--- config.mk ---
export PLATFORM = sky130hd
export DESIGN_NAME = bit_serializer_flat
export DESIGN_NICKNAME = d
export VERILOG_FILES = /design/src/rtl/bit_serializer_if.sv /design/src/rtl/bit_serializer.sv /design/src/flat_wrapper.sv
export SDC_FILE = /design/constraint.sdc
export NUM_CORES = 1
export LEC_CHECK = 0
export CELL_PAD_IN_SITES_DETAIL_PLACEMENT = 1
export CELL_PAD_IN_SITES_GLOBAL_PLACEMENT = 1
export CORE_UTILIZATION = 39
export CTS_CLUSTER_SIZE = 16
export DETAILED_ROUTE_END_ITERATION = 8
export GPL_TIMING_DRIVEN = 0
export PLACE_DENSITY = 0.76
export SLEW_MARGIN = 20
export SYNTH_ARGS = -nofsm -noshare
export SYNTH_HDL_FRONTEND = slang
export SYNTH_SLANG_ARGS = --single-unit
export TNS_END_PERCENT = 20
--- constraint.sdc ---
create_clock -name clk -period 1.9 [get_ports clk]
set_input_delay 0.57 -clock clk [delete_from_list [all_inputs] [get_ports clk]]
set_output_delay 0.57 -clock clk [all_outputs]
set_load 0.01 [all_outputs]
--- src/rtl/bit_serializer_if.sv ---
// Load/serial bus of the bit serializer: upstream word handshake, shift enable,
// serial output and status toward the detector/control logic.
interface bit_serializer_if #(
  parameter int unsigned WIDTH = 8
);
  logic [WIDTH-1:0] data_in;
  logic             load_valid;
  logic             load_ready;
  logic             enable;
  logic             ser_out;
  logic             ser_valid;
  logic             busy;
  logic             done;

  modport master (
    output data_in, load_valid, enable,
    input  load_ready, ser_out, ser_valid, busy, done
  );

  modport slave (
    input  data_in, load_valid, enable,
    output load_ready, ser_out, ser_valid, busy, done
  );
endinterface

--- src/rtl/bit_serializer.sv ---
// Parallel-to-serial front end: one-word holding buffer feeding a shifter that
// emits one bit per enabled clock, streaming back-to-back words with no gap.
module bit_serializer #(
  parameter int unsigned WIDTH     = 8,
  parameter bit          MSB_FIRST = 1'b1,
  parameter logic        IDLE_BIT  = 1'b1
) (
  input logic             clk,
  input logic             rst_n,
  bit_serializer_if.slave bus
);

  localparam int unsigned CW = $clog2(WIDTH);
  localparam logic [CW-1:0] LAST = CW'(WIDTH - 1);

  typedef enum logic {IDLE, SHIFT} state_t;

  state_t           r_state;
  logic [WIDTH-1:0] r_buf;
  logic             r_full;
  logic [WIDTH-1:0] r_shift;
  logic [CW-1:0]    r_cnt;
  logic             r_done;

  logic             w_accept;
  logic             w_last;
  logic             w_head;
  logic [WIDTH-1:0] w_next;

  assign w_accept = bus.load_valid && !r_full;
  assign w_last   = (r_state == SHIFT) && bus.enable && (r_cnt == LAST);
  assign w_head   = MSB_FIRST ? r_shift[WIDTH-1] : r_shift[0];
  assign w_next   = MSB_FIRST ? {r_shift[WIDTH-2:0], 1'b0}
                              : {1'b0, r_shift[WIDTH-1:1]};

  // ser_out is decoded from the async-reset state so reset forces IDLE_BIT at once
  assign bus.ser_out    = (r_state == SHIFT) ? w_head : IDLE_BIT;
  assign bus.ser_valid  = (r_state == SHIFT) && bus.enable;
  assign bus.load_ready = !r_full;
  assign bus.busy       = (r_state == SHIFT) || r_full;
  assign bus.done       = r_done;

  always_ff @(posedge clk or negedge rst_n) begin
    if (!rst_n) begin
      r_state <= IDLE;
      r_buf   <= '0;
      r_full  <= 1'b0;
      r_shift <= '0;
      r_cnt   <= '0;
      r_done  <= 1'b0;
    end else begin
      r_done <= 1'b0;

      // accept needs an empty buffer, drain needs a full one: never both at once
      if (w_accept) begin
        r_buf  <= bus.data_in;
        r_full <= 1'b1;
      end else if (r_full && ((r_state == IDLE) || w_last)) begin
        r_full <= 1'b0;
      end

      case (r_state)
        IDLE: begin
          if (r_full) begin
            r_shift <= r_buf;
            r_cnt   <= '0;
            r_state <= SHIFT;
          end
        end
        SHIFT: begin
          if (bus.enable) begin
            if (r_cnt == LAST) begin
              r_done <= 1'b1;
              if (r_full) begin
                r_shift <= r_buf;
                r_cnt   <= '0;
              end else begin
                r_state <= IDLE;
              end
            end else begin
              r_shift <= w_next;
              r_cnt   <= r_cnt + 1'b1;
            end
          end
        end
        default: r_state <= IDLE;
      endcase
    end
  end

endmodule

--- src/flat_wrapper.sv ---
// flat-port wrapper written by rule: the top's interface ports become plain ports
module bit_serializer_flat 
#(
  parameter int unsigned WIDTH     = 8,
  parameter bit          MSB_FIRST = 1'b1,
  parameter logic        IDLE_BIT  = 1'b1
)
  (clk, rst_n, bus_data_in, bus_load_valid, bus_enable, bus_load_ready, bus_ser_out, bus_ser_valid, bus_busy, bus_done);
  bit_serializer_if #(.WIDTH(WIDTH)) bus_i ();
  input logic clk;
  input logic rst_n;
  input wire logic [$bits(bus_i.data_in)-1:0] bus_data_in;
  input wire logic [$bits(bus_i.load_valid)-1:0] bus_load_valid;
  input wire logic [$bits(bus_i.enable)-1:0] bus_enable;
  output wire logic [$bits(bus_i.load_ready)-1:0] bus_load_ready;
  output wire logic [$bits(bus_i.ser_out)-1:0] bus_ser_out;
  output wire logic [$bits(bus_i.ser_valid)-1:0] bus_ser_valid;
  output wire logic [$bits(bus_i.busy)-1:0] bus_busy;
  output wire logic [$bits(bus_i.done)-1:0] bus_done;
  assign bus_i.data_in = bus_data_in;
  assign bus_i.load_valid = bus_load_valid;
  assign bus_i.enable = bus_enable;
  assign bus_load_ready = bus_i.load_ready;
  assign bus_ser_out = bus_i.ser_out;
  assign bus_ser_valid = bus_i.ser_valid;
  assign bus_busy = bus_i.busy;
  assign bus_done = bus_i.done;
  bit_serializer #(.WIDTH(WIDTH), .MSB_FIRST(MSB_FIRST), .IDLE_BIT(IDLE_BIT)) u_core (.clk(clk), .rst_n(rst_n), .bus(bus_i));
endmodule
==> impl_metrics.xml, run 1 <==
<?xml version="1.0" encoding="UTF-8"?>
<metrics>
  <group name="logic_synthesis">
    <metric name="yosys_register_bits" unit="">22</metric>
    <metric name="post_synth_inst_count" unit="">95</metric>
    <metric name="yosysSeqAreaShare" unit="">0.546</metric>
    <metric name="yosys_warnings" unit="">0</metric>
    <metric name="syn-mean-instance-area" unit="um2">10.6</metric>
    <metric name="postSynth.asyncResetShare" unit="">1.00</metric>
    <metric name="yosys.area.top_type_share" unit="">0.546</metric>
    <metric name="synthesis.nets" unit="">110</metric>
    <metric name="synth.most_common_cell" unit="">dfrtp_1</metric>
    <metric name="mappedNetlistArea" unit="um2">1010</metric>
    <metric name="yosysTopAreaCell" unit="">dfrtp_1</metric>
    <metric name="synth_edf_count" unit="">0</metric>
    <metric name="ys.flop_type" unit="">dfrtp_1</metric>
    <metric name="number_of_distinct_library_cells_after_synthesis" unit="">24</metric>
    <metric name="post_synth_main_area_contributors" unit="">dfrtp_1, a221oi_1, inv_1</metric>
    <metric name="yosys-top-cells-count" unit="">dfrtp_1, inv_1, nand2_1, nor2_1</metric>
  </group>
  <group name="grt">
    <metric name="groute.layer.met2.usage" unit="">0.329</metric>
    <metric name="globalRouteMet1Util" unit="">0.237</metric>
    <metric name="aggregate_global_routing_overflow" unit="">0</metric>
    <metric name="groute.usage.overall" unit="">0.191</metric>
    <metric name="grt_pass1_wl" unit="um">3750</metric>
    <metric name="grt_pass1_vias" unit="">799</metric>
    <metric name="pin_count_of_the_biggest_net_entering_global_routing" unit="">23</metric>
    <metric name="grt_most_used_layer" unit="">met2</metric>
    <metric name="antenna_violations_before_repair" unit="">0</metric>
    <metric name="global_route.usage.met3" unit="">0.0374</metric>
  </group>
  <group name="layout">
    <metric name="filler_cell_count" unit="">282</metric>
    <metric name="layout.cell_area.non_filler" unit="um2">1220</metric>
    <metric name="fin_nets" unit="">132</metric>
    <metric name="fraction_of_layout_instances_using_a_drive_strength_above_1" unit="">0.183</metric>
    <metric name="area.growth.synth_to_final" unit="%">21.1</metric>
    <metric name="antenna_cells_inserted" unit="">0</metric>
    <metric name="finish.utilization" unit="">0.497</metric>
  </group>
  <group name="clock_network">
    <metric name="clkLatencyLatePin" unit="ns">0.30</metric>
    <metric name="path_clk_slew" unit="ns">0.12</metric>
    <metric name="cts-buffers-inserted" unit="">3</metric>
    <metric name="cts_num_sinks" unit="">22</metric>
    <metric name="cts_tree" unit="">yes</metric>
    <metric name="clock_h_tree_levels" unit="">1</metric>
    <metric name="cts.root.buffer_cell" unit="">clkbuf_4</metric>
    <metric name="clock_tree.buffer_depth" unit="">2</metric>
  </group>
  <group name="worst_setup_path">
    <metric name="worst_path_dominant_cell_family" unit="">buffers and inverters</metric>
    <metric name="cp-startpoint" unit="">u_core.r_state</metric>
    <metric name="crit_fanout" unit="">8</metric>
    <metric name="regToRegEndpoint" unit="">u_core.r_shift[1]</metric>
    <metric name="r2r_start" unit="">u_core.r_cnt[0]</metric>
    <metric name="endpoint_kind" unit="">output pin</metric>
    <metric name="worst_setup_path_endpoint" unit="">bus_busy</metric>
    <metric name="r2r.worst_path.cells" unit="">5</metric>
    <metric name="regToRegSetupSlack" unit="ns">0.25</metric>
    <metric name="crit_chain" unit="">buf_4, inv_2, nand2_1, dlygate4sd2_1</metric>
    <metric name="crit_buf_inv" unit="">3</metric>
    <metric name="cp_slowest_cell" unit="">dfrtp_1</metric>
    <metric name="timing.critical_path.slowest_cell_delay" unit="ns">0.38</metric>
    <metric name="worstSetupPathDepth" unit="">4</metric>
    <metric name="path_class" unit="">flip-flop to output pin</metric>
    <metric name="start_kind" unit="">flip-flop</metric>
    <metric name="cp_data_arrival_time" unit="ns">1.26</metric>
    <metric name="worstPathRequired" unit="ns">1.33</metric>
  </group>
  <group name="place">
    <metric name="pre_cts_ws" unit="ns">-0.641</metric>
    <metric name="routabilityCongestion" unit="">0.694</metric>
    <metric name="placement.cell_area" unit="um2">1210</metric>
    <metric name="placement.io_buffers" unit="">16</metric>
    <metric name="detailed_placement_hpwl" unit="um">1570</metric>
  </group>
  <group name="floorplan">
    <metric name="coreArea" unit="um2">2450</metric>
    <metric name="y_dimension_of_the_die" unit="um">52.9</metric>
    <metric name="floorplan.initialDensity" unit="">0.411</metric>
    <metric name="rows" unit="">18</metric>
    <metric name="chipWidth" unit="um">52.9</metric>
    <metric name="ioPinCount" unit="">17</metric>
    <metric name="design.die.area" unit="um2">2790</metric>
  </group>
  <group name="routing">
    <metric name="via_per_inst" unit="">5.12</metric>
    <metric name="vias" unit="">742</metric>
    <metric name="remaining_drc_errors" unit="">0</metric>
    <metric name="dr.first_iter.drc_count" unit="">2</metric>
    <metric name="final_antenna_net_count" unit="">0</metric>
    <metric name="route.final.wire_length" unit="um">2150</metric>
    <metric name="drt_pass1_iterations" unit="">4</metric>
    <metric name="routed_wire_length_per_instance" unit="um">14.9</metric>
  </group>
  <group name="sta">
    <metric name="final_critical_path_setup_slack" unit="ns">0.0737</metric>
    <metric name="setup_violations" unit="">0</metric>
    <metric name="max_slew.worst_pin.slew" unit="ns">0.499</metric>
    <metric name="period_minus_slack" unit="ns">1.83</metric>
    <metric name="finClkSkew" unit="ns">0.0111</metric>
    <metric name="final_min_period_over_clock_period" unit="">0.961</metric>
    <metric name="hold_violations" unit="">0</metric>
    <metric name="drv_slew" unit="">0</metric>
    <metric name="worst_slew_margin_rel" unit="">0.668</metric>
    <metric name="max_freq" unit="GHz">0.548</metric>
    <metric name="rsz0062_at_grt" unit="">no</metric>
  </group>
  <group name="min_path">
    <metric name="worst_hold_path_type" unit="">primary input to async pin</metric>
  </group>
  <group name="run">
    <metric name="maxCapViolCount" unit="">0</metric>
  </group>
  <group name="outcome">
    <metric name="status" unit="">finished, final reports clean</metric>
  </group>
  <group name="power_and_ir_drop">
    <metric name="power.static_leakage" unit="nW">0.607</metric>
    <metric name="pwr_density_cell" unit="nW/um2">1170</metric>
    <metric name="peakVddDrop" unit="mV">0.598</metric>
  </group>
</metrics>
==> placed cells by master, fill, tap and decap left out, types with 2 or more instances in the layout <==
cell type        Yosys  final
dlygate4sd2_1        0      4
dfrtp_1             22     22
inv_1               16     14
a221oi_1             7      7
o21ai_0              7      7
nor2b_1              2      2
buf_2                0      2
clkbuf_4             0      3
buf_4                2      3
ha_1                 3      3
inv_2                1      3
clkdlybuf4s50_1      0     10
nand2_1              9      9
a22o_1               4      4
nor2_1               9      9
==> routing by layer <==
layer | vias up | share of wire
met4 | 0 | 0.0079
met5 | - | 0
met2 | 14 | 0.52
met3 | 2 | 0.032
met1 | 367 | 0.44
li1 | 359 | -
==> timing repair <==
item,CTS,global route
resized for setup,10,1
buffers inserted,1,0
endpoints found under the setup margin,4,1
hold buffers,0,0
==> worst min-delay path by stage <==
| stage | slack [ns] | end | cells after the start | startpoint |
|---|---|---|---|---|
| 2_1_floorplan | 0.27 | u_core.bus.done | 0 | rst_n |
| 3_3_place_gp | 0.48 | u_core.r_shift[0] | 1 | u_core.r_shift[0] |
| 3_5_place_dp | 0.49 | u_core.r_shift[0] | 1 | u_core.r_buf[0] |
| 4_1_cts | 0.52 | u_core.r_shift[0] | 1 | u_core.r_shift[0] |
| 5_1_grt | 0.25 | u_core.r_cnt[0] | 1 | rst_n |
| 6_report | 0.22 | u_core.r_buf[3] | 1 | rst_n |
==> state kept, by name, indices dropped and copies added (netlist names) <==
name             flops
u_core.r_shift       8
u_core.r_state       1
u_core.bus.done      1
u_core.r_buf         8
u_core.r_cnt         3
u_core.r_full        1
==> cell families (layout without fill, tap and decap cells) <==
group                    after synthesis  count (layout)  share of synthesized area
buffers and inverters                 20              40                     0.0819
AO/OA/AOI/OAI                         24              24                      0.195
flip-flops                            22              22                      0.546
adder cells (fa/ha/maj)                3               3                     0.0372
AND/OR/NAND/NOR                       25              25                      0.129
multiplexers                           1               1                     0.0112
==> power breakdown <==
group / internal [mW] / switching (mW) / total [mW]
Clock: 0.0739 / 0.132 / 0.206
Combinational: 0.234 / 0.256 / 0.491
Sequential: 0.645 / 0.0897 / 0.735
Total: 0.953 / 0.478 / 1.43
==> area by class of cell <==
cell class | count | area, um2 | area share
multi-input combinational | 53 | 375 | 0.307
tap | 30 | 37.5 | 0.0307
clock buffer | 3 | 22.5 | 0.0184
sequential | 22 | 551 | 0.451
timing repair buffer | 17 | 153 | 0.125
inverter | 17 | 63.8 | 0.0523
buffer | 3 | 18.8 | 0.0154
==> per-stage QoR <==
| stage | hold WS [ns] | setup TNS (ns) | total power [mW] | instances |
|---|---|---|---|---|
| after floorplan | 0.274 | 0 | 1.06 | 95 |
| after global placement | 0.485 | -0.904 | 1.19 | 141 |
| after detailed placement | 0.492 | -1.48 | 1.24 | 141 |
| after CTS | 0.523 | 0 | 1.45 | 145 |
| after global routing | 0.253 | 0 | 1.55 | 145 |
| final | 0.217 | 0 | 1.43 | 145 |
(Power assumes the default switching activity.)
==> inputs of run 2 (changes only) <==
CORE_UTILIZATION = 36   (was 39)
PLACE_DENSITY = 0.73   (was 0.76)
clock period = 1.5 ns   (was 1.9 ns; I/O delays follow)
==> run 2 against run 1 <==
  * The run now ends with setup timing left
  * Highest routed layer unchanged
  * Hold slack got worse by 0.13 ns
  * Total power increased by 41%
  * Utilization increased by 3.5 points
  * Critical path depth increased by 1
  * Sequential share of layout area decreased by 4.7 points
  * Combinational power increased by 55%
  * Global-route usage decreased by 2.1 points
  * First-iteration DRC count increased by 100%
==> impl_metrics.xml, run 2 (synthesized netlist as in run 1, its figures left out) <==
<?xml version="1.0" encoding="UTF-8"?>
<metrics>
  <group name="routing">
    <metric name="dr.first_iter.drc_count" unit="">4</metric>
    <metric name="routed_wire_length_per_instance" unit="um">15.9</metric>
    <metric name="final_antenna_net_count" unit="">0</metric>
    <metric name="via_per_inst" unit="">5.04</metric>
    <metric name="vias" unit="">761</metric>
    <metric name="route.final.wire_length" unit="um">2410</metric>
    <metric name="remaining_drc_errors" unit="">0</metric>
    <metric name="drt_pass1_iterations" unit="">2</metric>
  </group>
  <group name="floorplan">
    <metric name="coreArea" unit="um2">2570</metric>
    <metric name="design.die.area" unit="um2">3020</metric>
    <metric name="chipWidth" unit="um">54.9</metric>
    <metric name="ioPinCount" unit="">17</metric>
    <metric name="floorplan.initialDensity" unit="">0.393</metric>
    <metric name="rows" unit="">18</metric>
    <metric name="y_dimension_of_the_die" unit="um">54.9</metric>
  </group>
  <group name="layout">
    <metric name="fraction_of_layout_instances_using_a_drive_strength_above_1" unit="">0.364</metric>
    <metric name="area.growth.synth_to_final" unit="%">35.6</metric>
    <metric name="layout_common_cells" unit="">dfrtp_1, inv_1, clkdlybuf4s50_1</metric>
    <metric name="multi_input_area" unit="um2">460</metric>
    <metric name="filler_cell_count" unit="">288</metric>
    <metric name="antenna_cells_inserted" unit="">0</metric>
    <metric name="reg.largest.list" unit="">u_core.r_buf: 8 flops, u_core.r_shift: 8 flops, u_core.r_cnt: 3 flops</metric>
    <metric name="fin_nets" unit="">137</metric>
    <metric name="layout.cell_area.non_filler" unit="um2">1370</metric>
    <metric name="seqCellArea" unit="um2">552</metric>
    <metric name="final_common_cell" unit="">dfrtp_1</metric>
  </group>
  <group name="place">
    <metric name="placement.io_buffers" unit="">16</metric>
    <metric name="detailed_placement_hpwl" unit="um">1520</metric>
    <metric name="routabilityCongestion" unit="">0.730</metric>
    <metric name="pre_cts_ws" unit="ns">-0.768</metric>
    <metric name="placement.cell_area" unit="um2">1210</metric>
  </group>
  <group name="sta">
    <metric name="finClkSkew" unit="ns">0.00300</metric>
    <metric name="rsz0062_at_grt" unit="">yes</metric>
    <metric name="setup_violations" unit="">3</metric>
    <metric name="worst_slew_margin_rel" unit="">0.673</metric>
    <metric name="max_freq" unit="GHz">0.663</metric>
    <metric name="final_critical_path_setup_slack" unit="ns">-0.00940</metric>
    <metric name="finalSetupTns" unit="ns">-0.0213</metric>
    <metric name="hold_violations" unit="">0</metric>
    <metric name="hold_slack" unit="ns">0.0830</metric>
    <metric name="max_slew.worst_pin.slew" unit="ns">0.490</metric>
    <metric name="drv_slew" unit="">0</metric>
    <metric name="period_minus_slack" unit="ns">1.51</metric>
    <metric name="final_min_period_over_clock_period" unit="">1.01</metric>
  </group>
  <group name="worst_setup_path">
    <metric name="path_class" unit="">flip-flop to flip-flop</metric>
    <metric name="crit_fanout" unit="">8</metric>
    <metric name="r2r.worst_path.cells" unit="">5</metric>
    <metric name="worstPathRequired" unit="ns">1.72</metric>
    <metric name="cp_data_arrival_time" unit="ns">1.73</metric>
    <metric name="start_kind" unit="">flip-flop</metric>
    <metric name="endpoint_kind" unit="">flip-flop</metric>
    <metric name="regToRegSetupSlack" unit="ns">-0.009</metric>
  </group>
  <group name="power_and_ir_drop">
    <metric name="power.static_leakage" unit="nW">0.675</metric>
    <metric name="peakVddDrop" unit="mV">1.06</metric>
    <metric name="pwr_density_cell" unit="nW/um2">1480</metric>
    <metric name="p_total" unit="mW">2.02</metric>
  </group>
  <group name="grt">
    <metric name="pin_count_of_the_biggest_net_entering_global_routing" unit="">23</metric>
    <metric name="global_route.usage.met3" unit="">0.0492</metric>
    <metric name="globalRouteMet1Util" unit="">0.206</metric>
    <metric name="groute.layer.met2.usage" unit="">0.303</metric>
    <metric name="antenna_violations_before_repair" unit="">0</metric>
    <metric name="grt_pass1_wl" unit="um">3520</metric>
    <metric name="groute.usage.overall" unit="">0.170</metric>
    <metric name="grt_most_used_layer" unit="">met2</metric>
    <metric name="aggregate_global_routing_overflow" unit="">0</metric>
    <metric name="grt_pass1_vias" unit="">758</metric>
  </group>
  <group name="clock_network">
    <metric name="path_clk_slew" unit="ns">0.12</metric>
    <metric name="cts_tree" unit="">yes</metric>
    <metric name="clkLatencyLatePin" unit="ns">0.31</metric>
    <metric name="clock_tree.buffer_depth" unit="">2</metric>
    <metric name="cts-buffers-inserted" unit="">3</metric>
    <metric name="cts.root.buffer_cell" unit="">clkbuf_4</metric>
    <metric name="holdBufCountCts" unit="">0</metric>
    <metric name="clock_h_tree_levels" unit="">1</metric>
    <metric name="cts_num_sinks" unit="">22</metric>
  </group>
  <group name="outcome">
    <metric name="status" unit="">complete, but fails checks</metric>
    <metric name="violations" unit="">setup timing</metric>
  </group>
  <group name="min_path">
    <metric name="worst_hold_path_type" unit="">primary input to async pin</metric>
  </group>
  <group name="run">
    <metric name="maxCapViolCount" unit="">0</metric>
  </group>
</metrics>
==> run 2: changes by cell type in the layout (fill, tap and decap cells not counted), moves of 2 or more <==
cell / change
a221oi_2: +7
inv_2: -2
buf_2: +2
buf_6: +2
buf_4: +4
dlygate4sd2_1: -3
a221oi_1: -7
ha_1: -2
==> run 2: critical path: stages (launching register included) <==
cell and delay, ns:
dfrtp_1 0.42, ha_2 0.22, ha_4 0.19, a21boi_4 0.21, nor2_4 0.12, a221oi_2 0.27
==> run 2: cell type report <==
cell class	count	area share
Buffer	3	0.0174
Timing Repair Buffer	22	0.136
Tap cell	30	0.0274
Multi-Input combinational cell	53	0.337
Sequential cell	22	0.403
Inverter	17	0.0522
Clock buffer	4	0.0265
==> run 2: where the power goes <==
| group | switching (mW) | internal (mW) | leakage, nW |
|---|---|---|---|
| logic | 0.402 | 0.357 | 0.396 |
| registers | 0.118 | 0.819 | 0.258 |
| clock network | 0.181 | 0.148 | 0.0210 |
| total | 0.701 | 1.32 | 0.675 |
==> run 2: repair_timing <==
action                     in CTS  in global routing
setup endpoints to repair      15                 10
pin swaps                       0                 11
cloned                          0                  0
setup buffers                   3                  3
gates resized for setup        37                  7
==> run 2: worst paths after layout <==
| check | start | end |
|---|---|---|
| min | rst_n | u_core.bus.done |
| min reg2reg | u_core.r_buf[0] | u_core.r_shift[0] |
| max | u_core.r_cnt[0] | u_core.r_shift[1] |
| max reg2reg | u_core.r_cnt[0] | u_core.r_shift[1] |
| max in group asynchronous | rst_n | u_core.r_full |
| min in group clk | u_core.r_buf[0] | u_core.r_shift[0] |
==> run 2: layer usage <==
| layer | wire, um | up-vias |
|---|---|---|
| met5 | 0 | - |
| met4 | 10 | 0 |
| met3 | 73 | 2 |
| met2 | 1310 | 11 |
| met1 | 1010 | 380 |
| li1 | - | 368 |
==> run 2: stage by stage <==
step | cells | utilization
2_1_floorplan | 95 | -
5_1_grt | 151 | 0.533
4_1_cts | 148 | 0.511
3_5_place_dp | 141 | 0.470
3_3_place_gp | 141 | 0.470
6_report | 151 | 0.533
==> RTL edit 1: new RTL, settings of run 1 <==
`IDLE_BIT` is set to 1'b1 in 2 places; all go to 1'b0.
--- a/src/rtl/bit_serializer.sv
+++ b/src/rtl/bit_serializer.sv
@@ -3,7 +3,7 @@
 module bit_serializer #(
   parameter int unsigned WIDTH     = 8,
   parameter bit          MSB_FIRST = 1'b1,
-  parameter logic        IDLE_BIT  = 1'b1
+  parameter logic        IDLE_BIT  = 1'b0
 ) (
   input logic             clk,
   input logic             rst_n,
--- a/src/flat_wrapper.sv
+++ b/src/flat_wrapper.sv
@@ -3,7 +3,7 @@
 #(
   parameter int unsigned WIDTH     = 8,
   parameter bit          MSB_FIRST = 1'b1,
-  parameter logic        IDLE_BIT  = 1'b1
+  parameter logic        IDLE_BIT  = 1'b0
 )
   (clk, rst_n, bus_data_in, bus_load_valid, bus_enable, bus_load_ready, bus_ser_out, bus_ser_valid, bus_busy, bus_done);
   bit_serializer_if #(.WIDTH(WIDTH)) bus_i ();
Behaviour: not the same (a bounded check fails within 4 cycles, from zero or initial values and one cycle with rst_n low).
==> RTL edit 1 against run 1 <==
  * Area after synthesis up 3.0%
  * Clock power up 26%
  * Wire length down 4.1%
  * Setup slack better by 0.057 ns
  * Sequential cell count unchanged
  * Non-clock buffer count unchanged
  * Power up 7.4%
  * Cell area up 4.6%
  * Largest cell class unchanged
  * Largest power group unchanged
  * Highest routed layer is now met3
==> RTL edit 1: results (changes against run 1) <==
vias per cell 5.062 (-1.1%); Top Layer Used met3; WL met2 1049 um (-6.4%); Area contributors post-synth dfrtp_1 53%, a221oi_2 10%, inv_1 5.1%; Die Width 53.60 um (+1.4%); 1st-iter DRT viols 4 (+2); Max stage delay on crit path 0.43 ns (+0.05 ns); CP max FO 5 (-3); Register Area 553.0 um^2 (+0.45%); Slew @ Worst Pin 0.4963 ns (-0.002290 ns); clock skew 0.002216 ns (-0.008863 ns); sequential power share 0.474 (-0.039); Arr. time, crit path 1.20 ns (-0.06 ns); Synth Instances 94 (-1.1%); Synth cell types 21 (-13%); met3 GRT Util 0.03390 (-0.003458); post-synth net total 109 (-0.91%); share of cells above drive strength 1 0.2241 (+0.04153); clock network share of area 0.02840 (+0.009961); post-CTS setup buffers 2 (+1); Pwr Total 0.001537 W (+7.4%); Peak VDD IR 0.5590 mV (-6.5%); final RePlAce weighted congestion 0.6831 (-1.5%); delay-heaviest family, CP flip-flops; global-route wire length before repair 3470 um (-7.5%); overall routing resource usage 0.1730 (-0.01790); met1 wire length 957 um (+1.1%); YS warnings 0 (unchanged); Synth Area in Adders 0.03614 (-0.001076); placed insts 140 (-0.71%); M1 GR Usage 0.2193 (-0.01797); post-cts sizing count 12 (+2); TritonCTS Buffers 3 (unchanged); Multi-input comb cells 53 (unchanged); vias in the first global route 764 (-4.4%); Critical Path Slowest Stage Cell dfrtp_2; buffering overhead 0.1352 (-0.005208); most common library cells after synthesis 22 x dfrtp_1, 14 x inv_1, 10 x nor2_1; routed length on met3 57 um (-16%); multi-input combinational area share 0.3242 (+0.01681); GR Layer Usage met2 0.3021 (-0.02703); Compound-Gate Fraction of Synth Area 0.2361 (+0.04136); clkbuf count 4 (+1); status complete, no violations; Pint 0.001021 W (+7.1%); post-synthesis sequential area ratio 0.5301 (-0.01579); via count 739 (-0.40%); mux cell area share after synthesis 0.01084 (-0.0003229); fillers 303 (+7.4%); Placed Area 1236 um^2 (+2.5%); ant diodes 0 (unchanged); routed wire length 2065 um (-4.1%); largest registers u_core.r_buf (8), u_core.r_shift (8), u_core.r_cnt (3); Post-DP HPWL 1550 um (-1.1%); Lkg Pwr 0.6238 nW (+2.8%); dpl ws -0.6386 ns (+0.002368 ns); area occupied by multi-input gates 414.1 um^2 (+10%); Comb power frac 0.357 (+0.014)
[RTL edit 1: cell types whose count changed in the layout (fill, tap and decap cells not counted), moves of 2 or more]
cell      before  now
a221oi_1       7    0
dfrtp_1       22   20
dfrtp_2        0    2
o21ai_0        7    0
o21ai_1        0    7
a221oi_2       0    7
[RTL edit 1: final timing paths]
check | from | endpoint | slack [ns]
min in group clk | u_core.r_buf[0]$_DFFE_PN0P_ | u_core.r_buf[0]$_DFFE_PN0P_ | 0.52
min | rst_n | u_core.r_buf[5]$_DFFE_PN0P_ | 0.21
max | u_core.r_state$_DFF_PN0_ | bus_busy | 0.13
max reg2reg | u_core.r_cnt[0]$_DFFE_PN0P_ | u_core.r_shift[6]$_DFFE_PN0P_ | 0.25
min reg2reg | u_core.r_buf[0]$_DFFE_PN0P_ | u_core.r_buf[0]$_DFFE_PN0P_ | 0.52
max in group asynchronous | rst_n | u_core.r_state$_DFF_PN0_ | 1.33
==> RTL edit 2: new RTL, flow settings as in run 1 <==
Made on the original files. Make the reset (`rst_n`) synchronous in one clocked block. Comments in the files are not updated.
--- a/src/rtl/bit_serializer.sv
+++ b/src/rtl/bit_serializer.sv
@@ -40,7 +40,7 @@
   assign bus.busy       = (r_state == SHIFT) || r_full;
   assign bus.done       = r_done;
 
-  always_ff @(posedge clk or negedge rst_n) begin
+  always_ff @(posedge clk) begin
     if (!rst_n) begin
       r_state <= IDLE;
       r_buf   <= '0;
Formal check against the unedited RTL: differs if rst_n is asserted again (counterexample within 4 cycles, from zero or initial values and one cycle with rst_n low); with rst_n held inactive, the same outputs for 10 cycles.
==> RTL edit 2 against run 1 <==
  * Sequential share of layout area is 8.8 points lower
  * Sequential cell count stayed put
  * Global-route usage is 0.84 points lower
  * Final cell count is 13% higher
  * Register-to-register slack worse by 0.03 ns
  * Via count is 17% higher
  * Wire length is 2.4% higher
  * Cell area is 0.20% higher
  * First-iteration DRC count grew to 3.0 times the old value
  * Area after synthesis is 0.74% lower
  * Setup slack better by 0.020 ns
  * Largest cell class is now multi-input combinational cells
Power is not compared: it rests on default switching activity, and its combinational part moved more than twofold at a synthesized area within 25%.
==> RTL edit 2: results (changes against run 1) <==
status complete, no violations; largest net degree at the start of global routing 13 (-43%); post-synthesis sequential area ratio 0.4400 (-0.1059); Critical Path Slowest Stage Cell dlygate4sd2_1; GR Layer Usage met2 0.3186 (-0.01055); Max stage delay on crit path 0.28 ns (-0.10 ns); reg2reg start u_core.r_cnt[0]$_SDFFE_PN0P_; HP Class reg -> reg; post-synth net total 132 (+20%); Post-DP HPWL 1726 um (+10%); CP startpoint bus_enable; routed wire length 2206 um (+2.4%); WL met2 1065 um (-5.0%); overall routing resource usage 0.1825 (-0.008376); met1 wire length 1059 um (+12%); met3 GRT Util 0.02609 (-0.01127); vias in the first global route 842 (+5.4%); Async S/R FF share, synth 0 (-1.000); fin crit period 1.807 ns (-0.01967 ns); Area contributors post-synth dfxtp_1 44%, nand2_1 7.1%, a21oi_1 7.0%; nets 152 (+15%); final RePlAce weighted congestion 0.7459 (+7.6%); H-tree depth 1 (unchanged); M1 GR Usage 0.2297 (-0.007544); port buffer count 15 (-1); dpl ws -0.1682 ns (+0.4727 ns); Peak VDD IR 0.5154 mV; crit path to bus_ser_valid; share of cells above drive strength 1 0.1176 (-0.06496); most common library cells after synthesis 22 x dfxtp_1, 19 x nand2_1, 14 x a21oi_1; R2R Setup Slk 0.22 ns (-0.03 ns); Synth cell types 35 (+46%); CP max FO 7 (-1); cells on worst reg2reg path 5 (unchanged); Synth Instances 117 (+23%); Arr. time, crit path 1.24 ns (-0.02 ns); global-route wire length before repair 3719 um (-0.91%); reg2reg end u_core.r_shift[3]$_SDFFE_PN0P_; Hold WS 0.4606 ns (+0.2437 ns); hold path start u_core.r_shift[5]$_SDFFE_PN0P_; clock skew 0.007111 ns (-0.003968 ns); routed length on met3 66 um (-2.9%); 1st-iter DRT viols 6 (+4); vias per cell 5.280 (+3.2%); Layout Cells excl Fill 164 (+13%); Placed Area 1186 um^2 (-1.7%)
RTL edit 2: repair_timing:
item / 4_1_cts / 5_1_grt
setup endpoints to repair: 4 / 0
buffers inserted: 0 / 0
resized for setup: 7 / 0
hold buffers: 0 / 0
RTL edit 2: final cells by class:
cell class / instances / area, um^2
Multi-Input combinational cell: 82 / 506.7
Clock buffer: 4 / 36.28
Fill cell: 292 / 1095
Inverter: 7 / 26.28
Sequential cell: 22 / 444.2
Buffer: 6 / 30.03
Tap cell: 28 / 35.03
Timing Repair Buffer: 15 / 145.1
RTL edit 2: logic make-up after synthesis:
| logic type | after synthesis | synth area share |
|---|---|---|
| adder cells (fa/ha/maj) | 3 | 0.03750 |
| AO/OA/AOI/OAI | 33 | 0.2138 |
| AND/OR/NAND/NOR | 41 | 0.2038 |
| buffers and inverters | 13 | 0.05373 |
| multiplexers | 5 | 0.05125 |
| flip-flops | 22 | 0.4400 |
